<file path="config.mk">
export PLATFORM = sky130hd
export DESIGN_NAME = led_result_reporter
export DESIGN_NICKNAME = d
export VERILOG_FILES = /design/src/rtl/led_result_reporter.sv
export SDC_FILE = /design/constraint.sdc
export NUM_CORES = 1
export LEC_CHECK = 0
export CORE_ASPECT_RATIO = 0.5
export CORE_MARGIN = 2
export CORE_UTILIZATION = 50
export CTS_CLUSTER_DIAMETER = 100
export DETAILED_ROUTE_END_ITERATION = 8
export PLACE_DENSITY = 0.71
export SETUP_SLACK_MARGIN = 0.1
export SLEW_MARGIN = 20
export SYNTH_ARGS = -nofsm -noshare
export SYNTH_HDL_FRONTEND = slang
export SYNTH_SLANG_ARGS = --single-unit
</file>
<file path="constraint.sdc">
create_clock -name clk -period 6.5 [get_ports clk]
set_input_delay 1.3 -clock clk [delete_from_list [all_inputs] [get_ports clk]]
set_output_delay 1.3 -clock clk [all_outputs]
set_load 0.01 [all_outputs]
</file>
<file path="src/rtl/led_result_reporter.sv">
// led_result_reporter
//   Blinks each accepted 4-bit classifier result on the board LED as a pulse
//   train. The LED shows a free-running heartbeat bit while idle.
//     digit 1..9 -> that many ON pulses, separated by OFF gaps
//     digit 0    -> 10 pulses
//     10..15     -> one long error pulse (ERR_MULT * ON_CYCLES)
//   Every report ends with a GAP_CYCLES dark phase before returning to idle.
// Ports
//   clk, rst_n         : system clock; asynchronous active-low reset
//   result_valid/data  : classifier result handshake input (class index 0..15)
//   result_ready       : high only in idle (registered)
//   led                : board LED (registered)
//   busy               : report in progress (registered)
module led_result_reporter #(
  parameter int ON_CYCLES  = 25_000_000,
  parameter int OFF_CYCLES = 25_000_000,
  parameter int GAP_CYCLES = 100_000_000,
  parameter int ERR_MULT   = 4,
  parameter int HB_BIT     = 24
) (
  input  logic       clk,
  input  logic       rst_n,
  input  logic       result_valid,
  input  logic [3:0] result_data,
  output logic       result_ready,
  output logic       led,
  output logic       busy
);

  localparam int ERR_CYCLES = ERR_MULT * ON_CYCLES;
  localparam int MAX_A      = (ERR_CYCLES > OFF_CYCLES) ? ERR_CYCLES : OFF_CYCLES;
  localparam int MAX_C      = (MAX_A > GAP_CYCLES) ? MAX_A : GAP_CYCLES;
  localparam int TW         = $clog2(MAX_C + 1);

  // Phase timers load N-1 and the phase ends on the cycle they read 0,
  // so each phase lasts exactly N cycles.
  localparam logic [TW-1:0] ON_LD  = TW'(ON_CYCLES - 1);
  localparam logic [TW-1:0] OFF_LD = TW'(OFF_CYCLES - 1);
  localparam logic [TW-1:0] GAP_LD = TW'(GAP_CYCLES - 1);
  localparam logic [TW-1:0] ERR_LD = TW'(ERR_CYCLES - 1);

  typedef enum logic [2:0] {
    S_IDLE = 3'd0,
    S_ON   = 3'd1,
    S_OFF  = 3'd2,
    S_GAP  = 3'd3,
    S_ERR  = 3'd4
  } state_e;

  state_e          state_q;
  logic [HB_BIT:0] hb_q;
  logic [HB_BIT:0] hb_d;
  logic [TW-1:0]   timer_q;
  logic [3:0]      pcnt_q;
  logic            led_q;
  logic            busy_q;
  logic            ready_q;

  // Heartbeat never stops; the LED register samples the next value so that
  // in idle led always equals the current counter bit.
  assign hb_d = hb_q + 1'b1;

  assign led          = led_q;
  assign busy         = busy_q;
  assign result_ready = ready_q;

  always_ff @(posedge clk or negedge rst_n) begin
    if (!rst_n) begin
      state_q <= S_IDLE;
      hb_q    <= '0;
      timer_q <= '0;
      pcnt_q  <= '0;
      led_q   <= 1'b0;
      busy_q  <= 1'b0;
      ready_q <= 1'b0;
    end else begin
      hb_q <= hb_d;
      case (state_q)
        S_IDLE: begin
          led_q   <= hb_d[HB_BIT];
          ready_q <= 1'b1;
          busy_q  <= 1'b0;
          // ready_q gates the accept, so the first post-reset cycle never takes data
          if (result_valid && ready_q) begin
            ready_q <= 1'b0;
            busy_q  <= 1'b1;
            led_q   <= 1'b1;
            if (result_data == 4'd0) begin
              pcnt_q  <= 4'd10;
              timer_q <= ON_LD;
              state_q <= S_ON;
            end else if (result_data <= 4'd9) begin
              pcnt_q  <= result_data;
              timer_q <= ON_LD;
              state_q <= S_ON;
            end else begin
              pcnt_q  <= '0;
              timer_q <= ERR_LD;
              state_q <= S_ERR;
            end
          end
        end
        S_ON: begin
          if (timer_q == '0) begin
            pcnt_q <= pcnt_q - 4'd1;
            led_q  <= 1'b0;
            if (pcnt_q == 4'd1) begin
              timer_q <= GAP_LD;
              state_q <= S_GAP;
            end else begin
              timer_q <= OFF_LD;
              state_q <= S_OFF;
            end
          end else begin
            timer_q <= timer_q - 1'b1;
          end
        end
        S_OFF: begin
          if (timer_q == '0) begin
            led_q   <= 1'b1;
            timer_q <= ON_LD;
            state_q <= S_ON;
          end else begin
            timer_q <= timer_q - 1'b1;
          end
        end
        S_ERR: begin
          if (timer_q == '0) begin
            led_q   <= 1'b0;
            timer_q <= GAP_LD;
            state_q <= S_GAP;
          end else begin
            timer_q <= timer_q - 1'b1;
          end
        end
        S_GAP: begin
          if (timer_q == '0) begin
            led_q   <= hb_d[HB_BIT];
            busy_q  <= 1'b0;
            ready_q <= 1'b1;
            state_q <= S_IDLE;
          end else begin
            timer_q <= timer_q - 1'b1;
          end
        end
        default: begin
          led_q   <= 1'b0;
          busy_q  <= 1'b0;
          ready_q <= 1'b0;
          state_q <= S_IDLE;
        end
      endcase
    end
  end

endmodule

</file>
==> impl_results.md, run 1 <==
- Critical R2R Launch: timer_q[0]$_DFFE_PN0P_
- Initial Util: 0.5146
- Final Util: 0.5801
- Final Hold Viols: 0
- Relative slew margins: 0.3006
- I/O pin cnt: 10
- Port-buffer cells: 9
- Core Footprint: 6674 sq um
- # DRC: 0
- Cts bufs inserted: 9
- Post-Route Skew: 0.005397 ns
- Vias/cell: 5.929
- Syn Nets: 370
- Clk Latency, worst-skew pair: 0.34 ns
- Worst EP required: 6.74 ns
- Worst R2R Setup Slack: 3.32 ns
- Yosys reg bits: 62
- Distinct cells, synth: 57
- R2r worst-path depth: 9
- Max-slew violations: 0
- # resized after CTS: 0
- Fmax: 0.3149 GHz
- CTS Sinks: 62
- Final period util: 0.4885
- Worst hold path class: flop to flop
- Fin crit period: 3.175 ns
- Synth-to-layout area growth: 12.71%
- Reg-to-reg critical path endpoint: timer_q[6]$_DFFE_PN0P_
- Min-Delay Startpoint: hb_q[14]$_DFF_PN0_
- Root Buffer: clkbuf_16
- Synth async-reset ratio: 1.000
- RePlAce Congestion: 0.8495
- Peak supply drop: 151.1 uV
- Ys Warns: 0
- Vias: 2757
- DRT iter0 DRCs: 221
- Pwr/cell area: 218.3 nW/um^2
- Synth area leaders: dfrtp_1, xnor2_1, nand2_1
- CTS tree: built
- Synthesized area: 3435 sq um
- Min-Delay Endpoint: hb_q[14]$_DFF_PN0_
- WL final: 7.321 mm
- Final TNS setup: 0 ns
- Vias in the first global route: 2753
- Worst-path clk slew: 0.05 ns
- Post-CTS setup repair buffer count: 0
- Drt pass-1 iters: 4
- Global-route wire length before repair: 12.70 mm
- Leakage: 1.528 nW
- Synth Area per Inst: 9.567 sq um
- Sequential area share after synthesis: 0.4517
- Remaining antenna violation count: 0
- Synth top area share: 0.4517
- Initial antenna violation count: 0
- Cts hold-fix bufs: 0
- Drt wl/cell: 15.74 um
- Post-DP HPWL: 4.972 mm
- Synth area leader: dfrtp_1
- Crit start category: flop
- Worst hold stages: 1
- Status: completed
- Kind of critical path: flop to flop
- CP Data Arrival Time: 3.42 ns
- Deepest clock path buffer count: 2
- Syn Inst Count: 359
- WHS: 0.4635 ns
- Die Width: 121.2 um
- ANT cells: 0
- Max cap viols: 0
- # H-tree levels: 3
- Setup crit end kind: flop
- Top FF cell, synth: dfrtp_1
- Placement Rows: 21
- Endpoints failing setup: 0
- Ratio of cells with drive above 1 in the final layout: 0.09651
- Unrepaired setup endpoints after global routing: no
- GRT Resource Usage Total: 0.2138
- Global route total overflow: 0
- CP Max Fanout: 22
- Worst-Margin Slew: 1.049 ns
- Die Y: 62.61 um
- Post-synth EDFFs: 0
- DIE AREA: 7588 sq um
- Final Net Count: 381
- Largest net degree at the start of global routing: 63
[critical path, cell delays in order, from the launching register on]
cell       delay (ns)
dfrtp_1          0.41
inv_1            0.09
ha_1             0.16
nor4b_1          0.52
nand4_1          0.43
nor4_4           0.44
buf_4            0.33
a22o_1           0.34
o21ai_0          0.12
a2bb2oi_1        0.22
[cell families after synthesis]
kind of cell    share of synthesized area
flops                              0.4517
compound gates                     0.1690
xor+xnor                           0.1020
buf+inv                           0.02878
fa+ha+maj                         0.01457
mux                              0.006193
simple gates                       0.2277
[synth_stat cells, drive strengths merged, types with 8 or more instances]
master	n
o21ai	17
nand2	37
xor2	14
or3	12
nor2	22
xnor2	26
nand4	8
nor3	18
inv	11
a21oi	15
a211oi	10
dfrtp	62
nand3	15
[per-stage QoR]
| step | setup WS (ns) | cells | total power, mW | area, sq um |
|---|---|---|---|---|
| global placement | 3.027 | 451 | 0.4072 | 3592 |
| detailed placement | 2.893 | 451 | 0.4078 | 3592 |
| floorplan | 3.853 | 359 | 0.3952 | 3435 |
| finish | 3.325 | 465 | 0.8449 | 3871 |
| CTS | 3.234 | 465 | 0.8508 | 3867 |
| global route | 3.068 | 465 | 0.8750 | 3871 |
[layout make-up]
| type | instances | area, sq um |
|---|---|---|
| inverter | 11 | 41.29 |
| multi-input combinational | 275 | 1788 |
| clock buffer | 13 | 270.3 |
| tap | 92 | 115.1 |
| timing repair buffer | 11 | 100.1 |
| clock inverter | 1 | 5.005 |
| sequential | 62 | 1551 |
| fill | 573 | 2803 |
[worst max-delay path by stage]
stage                                start                      end  slack, ns  cells past startpoint
CTS                           result_valid   timer_q[4]$_DFFE_PN0P_       3.23                      6
floorplan                   result_data[1]  timer_q[26]$_DFFE_PN0P_       3.85                      6
detailed placement            result_valid   timer_q[8]$_DFFE_PN0P_       2.89                      6
global placement              result_valid  timer_q[17]$_DFFE_PN0P_       3.03                      6
finish              timer_q[0]$_DFFE_PN0P_   timer_q[6]$_DFFE_PN0P_       3.32                      9
global route        timer_q[0]$_DFFE_PN0P_   timer_q[6]$_DFFE_PN0P_       3.07                      9
[sequential cells by signal, indices dropped and copies added, names as in the netlist]
name,count
busy,1
timer_q,27
state_q,3
led,1
pcnt_q,4
result_ready,1
hb_q,25
[cell usage in the layout (no fill, tap or decap), drive strengths merged, types with 4 or more instances in the layout]
cell type and count:
nand3 15, a2111oi 6, nor4 6, dfrtp 62
xor2 14, a21oi 15, or2 6, o21ai 17
nand4 8, inv 11, or3 12, and2 6
nor3 18, a211oi 10, ha 4, nand2b 6
nor2 22, nand2 37, clkbuf 13, xnor2 26
clkdlybuf4s50 8
[report_power, final]
part,internal [mW],leakage [nW],switching [mW]
Sequential,0.387,0.733,0
Clock,0.284,0.138,0.160
Combinational,0.00414,0.658,0.0101
[per-layer routing]
metal | vias up | share of wire | GRT usage
met2 | 80 | 0.48 | 0.3427
li1 | 1326 | - | -
met5 | - | 0 | 0
met4 | 0 | 0.020 | 0.09914
met1 | 1337 | 0.44 | 0.2636
met3 | 14 | 0.050 | 0.07026
(Power assumes the default switching activity.)
==> inputs of run 2 (changes only) <==
Clock period 6.5 ns to 3.3 ns, I/O delays scaled along.
==> impl_results.md, run 2 (synthesis results as in run 1) <==
- CTS tree: built (unchanged)
- DRT iter0 DRCs: 247 (was 221)
- Deepest clock path buffer count: 2 (unchanged)
- Fin crit period: 2.895 ns (was 3.175 ns)
- Post-CTS setup repair buffer count: 0 (unchanged)
- Vias/cell: 5.829 (was 5.929)
- # DRC: 0 (unchanged)
- Vias in the first global route: 2717 (was 2753)
- Final non-filler cell area: 3920 sq um (was 3871 sq um)
- Critical R2R Launch: timer_q[12]$_DFFE_PN0P_ (was timer_q[0]$_DFFE_PN0P_)
- Initial Util: 0.5146 (unchanged)
- Max cap viols: 0 (unchanged)
- Post-DP HPWL: 5.191 mm (was 4.972 mm)
- GRT Resource Usage Total: 0.2156 (was 0.2138)
- Unrepaired setup endpoints after global routing: no (unchanged)
- Placement Rows: 21 (unchanged)
- Dpl ws: 0.2881 ns (was 2.893 ns)
- Port-buffer cells: 9 (unchanged)
- Largest net degree at the start of global routing: 35 (was 63)
- RePlAce Congestion: 0.8942 (was 0.8495)
- Status: completed (unchanged)
- Vias: 2757 (unchanged)
- Ratio of cells with drive above 1 in the final layout: 0.1102 (was 0.09651)
- WL final: 7.079 mm (was 7.321 mm)
- Core Footprint: 6674 sq um (unchanged)
- Largest regs: timer_q (27), hb_q (25), pcnt_q (4) (unchanged)
- Initial antenna violation count: 0 (unchanged)
- DIE AREA: 7588 sq um (unchanged)
- Global route total overflow: 0 (unchanged)
- Final Non-Filler Cells: 473 (was 465)
- Fmax: 0.3455 GHz (was 0.3149 GHz)
- Final period util: 0.8772 (was 0.4885)
- Cts hold-fix bufs: 0 (unchanged)
- Worst hold path class: input port to async pin (was flop to flop)
- Drt pass-1 iters: 5 (was 4)
- Final worst slack: 0.4052 ns (was 3.325 ns)
- Placed insts: 458 (was 451)
- # H-tree levels: 3 (unchanged)
- Worst-path clk slew: 0.05 ns (about the same)
- Final TNS setup: 0 ns (unchanged)
- Largest Register: timer_q (unchanged)
- Pwr/cell area: 416.8 nW/um^2 (was 218.3 nW/um^2)
- Max-slew violations: 0 (unchanged)
- Die Y: 62.61 um (unchanged)
- Worst EP required: 3.51 ns (was 6.74 ns)
- Synth-to-layout area growth: 14.13% (was 12.71%)
- Final Util: 0.5874 (was 0.5801)
- Largest register FFs: 27 (unchanged)
- Most common cell after layout, fill and taps aside: dfrtp_1 (unchanged)
- Kind of critical path: flop to flop (unchanged)
- Cts bufs inserted: 9 (unchanged)
- Setup crit end kind: flop (unchanged)
- Drt wl/cell: 14.97 um (was 15.74 um)
- Post-DP Area: 3645 sq um (was 3592 sq um)
- Final Hold Viols: 0 (unchanged)
- FF+latch area: 1551 sq um (unchanged)
- Crit start category: flop (unchanged)
- CP Max Fanout: 16 (was 22)
- CP Data Arrival Time: 3.10 ns (was 3.42 ns)
- Global-route wire length before repair: 12.70 mm (unchanged)
- Most frequent cells in the layout: dfrtp_1, nand2_1, xnor2_1, nor2_1, nor3_1 (unchanged)
- Die Width: 121.2 um (unchanged)
- I/O pin cnt: 10 (unchanged)
- Clk Latency, worst-skew pair: 0.33 ns (was 0.34 ns)
- Fillcell total: 576 (was 573)
- Endpoints failing setup: 0 (unchanged)
- Tot Pwr: 1.634 mW (was 0.8449 mW)
- Final Net Count: 388 (was 381)
- Area of the multi-input gates: 1790 sq um (was 1788 sq um)
- Leakage: 1.561 nW (was 1.528 nW)
- Relative slew margins: 0.3948 (was 0.3006)
- Remaining antenna violation count: 0 (unchanged)
- Peak supply drop: 340.0 uV (was 151.1 uV)
- Root Buffer: clkbuf_16 (unchanged)
- Worst-Margin Slew: 0.9059 ns (was 1.049 ns)
- Post-Route Skew: 0.004944 ns (was 0.005397 ns)
- CP startpoint: timer_q[12]$_DFFE_PN0P_ (was timer_q[0]$_DFFE_PN0P_)
- CTS Sinks: 62 (unchanged)
- WHS: 0.3943 ns (was 0.4635 ns)
- ANT cells: 0 (unchanged)
## run 2: per-layer routing
layer,part of all wire,GRT usage,wire [um],vias to the layer above
met1,0.47,0.2793,3357,1323
met4,0.021,0.1049,149,0
met2,0.47,0.3399,3296,64
met3,0.039,0.05474,276,18
li1,-,-,-,1352
met5,0,0,0,-
## run 2: timing repair
action	4_1_cts	5_1_grt
hold endpoints to repair	0	0
endpoints found under the setup margin	0	19
gates resized for setup	0	1
## run 2: final cells by class
cell class              instances  share of cell area
clock buffers                  14             0.06735
clock inverters                 1            0.001277
inverters                      11             0.01053
multi-input cells             275              0.4568
flip-flops and latches         62              0.3958
well taps                      92             0.02936
repair buffers                 18             0.03894
## run 2: final timing paths
kind	end	slack [ns]	depth (start not counted)
setup / recovery	timer_q[12]$_DFFE_PN0P_	0.41	7
hold / removal	hb_q[19]$_DFF_PN0_	0.39	1
setup reg to reg	timer_q[12]$_DFFE_PN0P_	0.41	7
hold reg to reg	hb_q[24]$_DFF_PN0_	0.46	1
max in group asynchronous	timer_q[20]$_DFFE_PN0P_	2.21	2
min in group clk	hb_q[24]$_DFF_PN0_	0.46	1
## run 2: worst max-delay path: stages (launching register included)
cell	delay [ns]
dfrtp_1	0.41
or3_1	0.42
or4_1	0.62
nor4_4	0.46
buf_4	0.30
a22oi_2	0.12
and2_4	0.18
a221o_1	0.26
## run 2: power by group
part / leakage (nW) / switching [mW] / internal, mW
logic: 0.695 / 0.0205 / 0.00990
registers: 0.733 / 0 / 0.762
clock network: 0.133 / 0.299 / 0.542
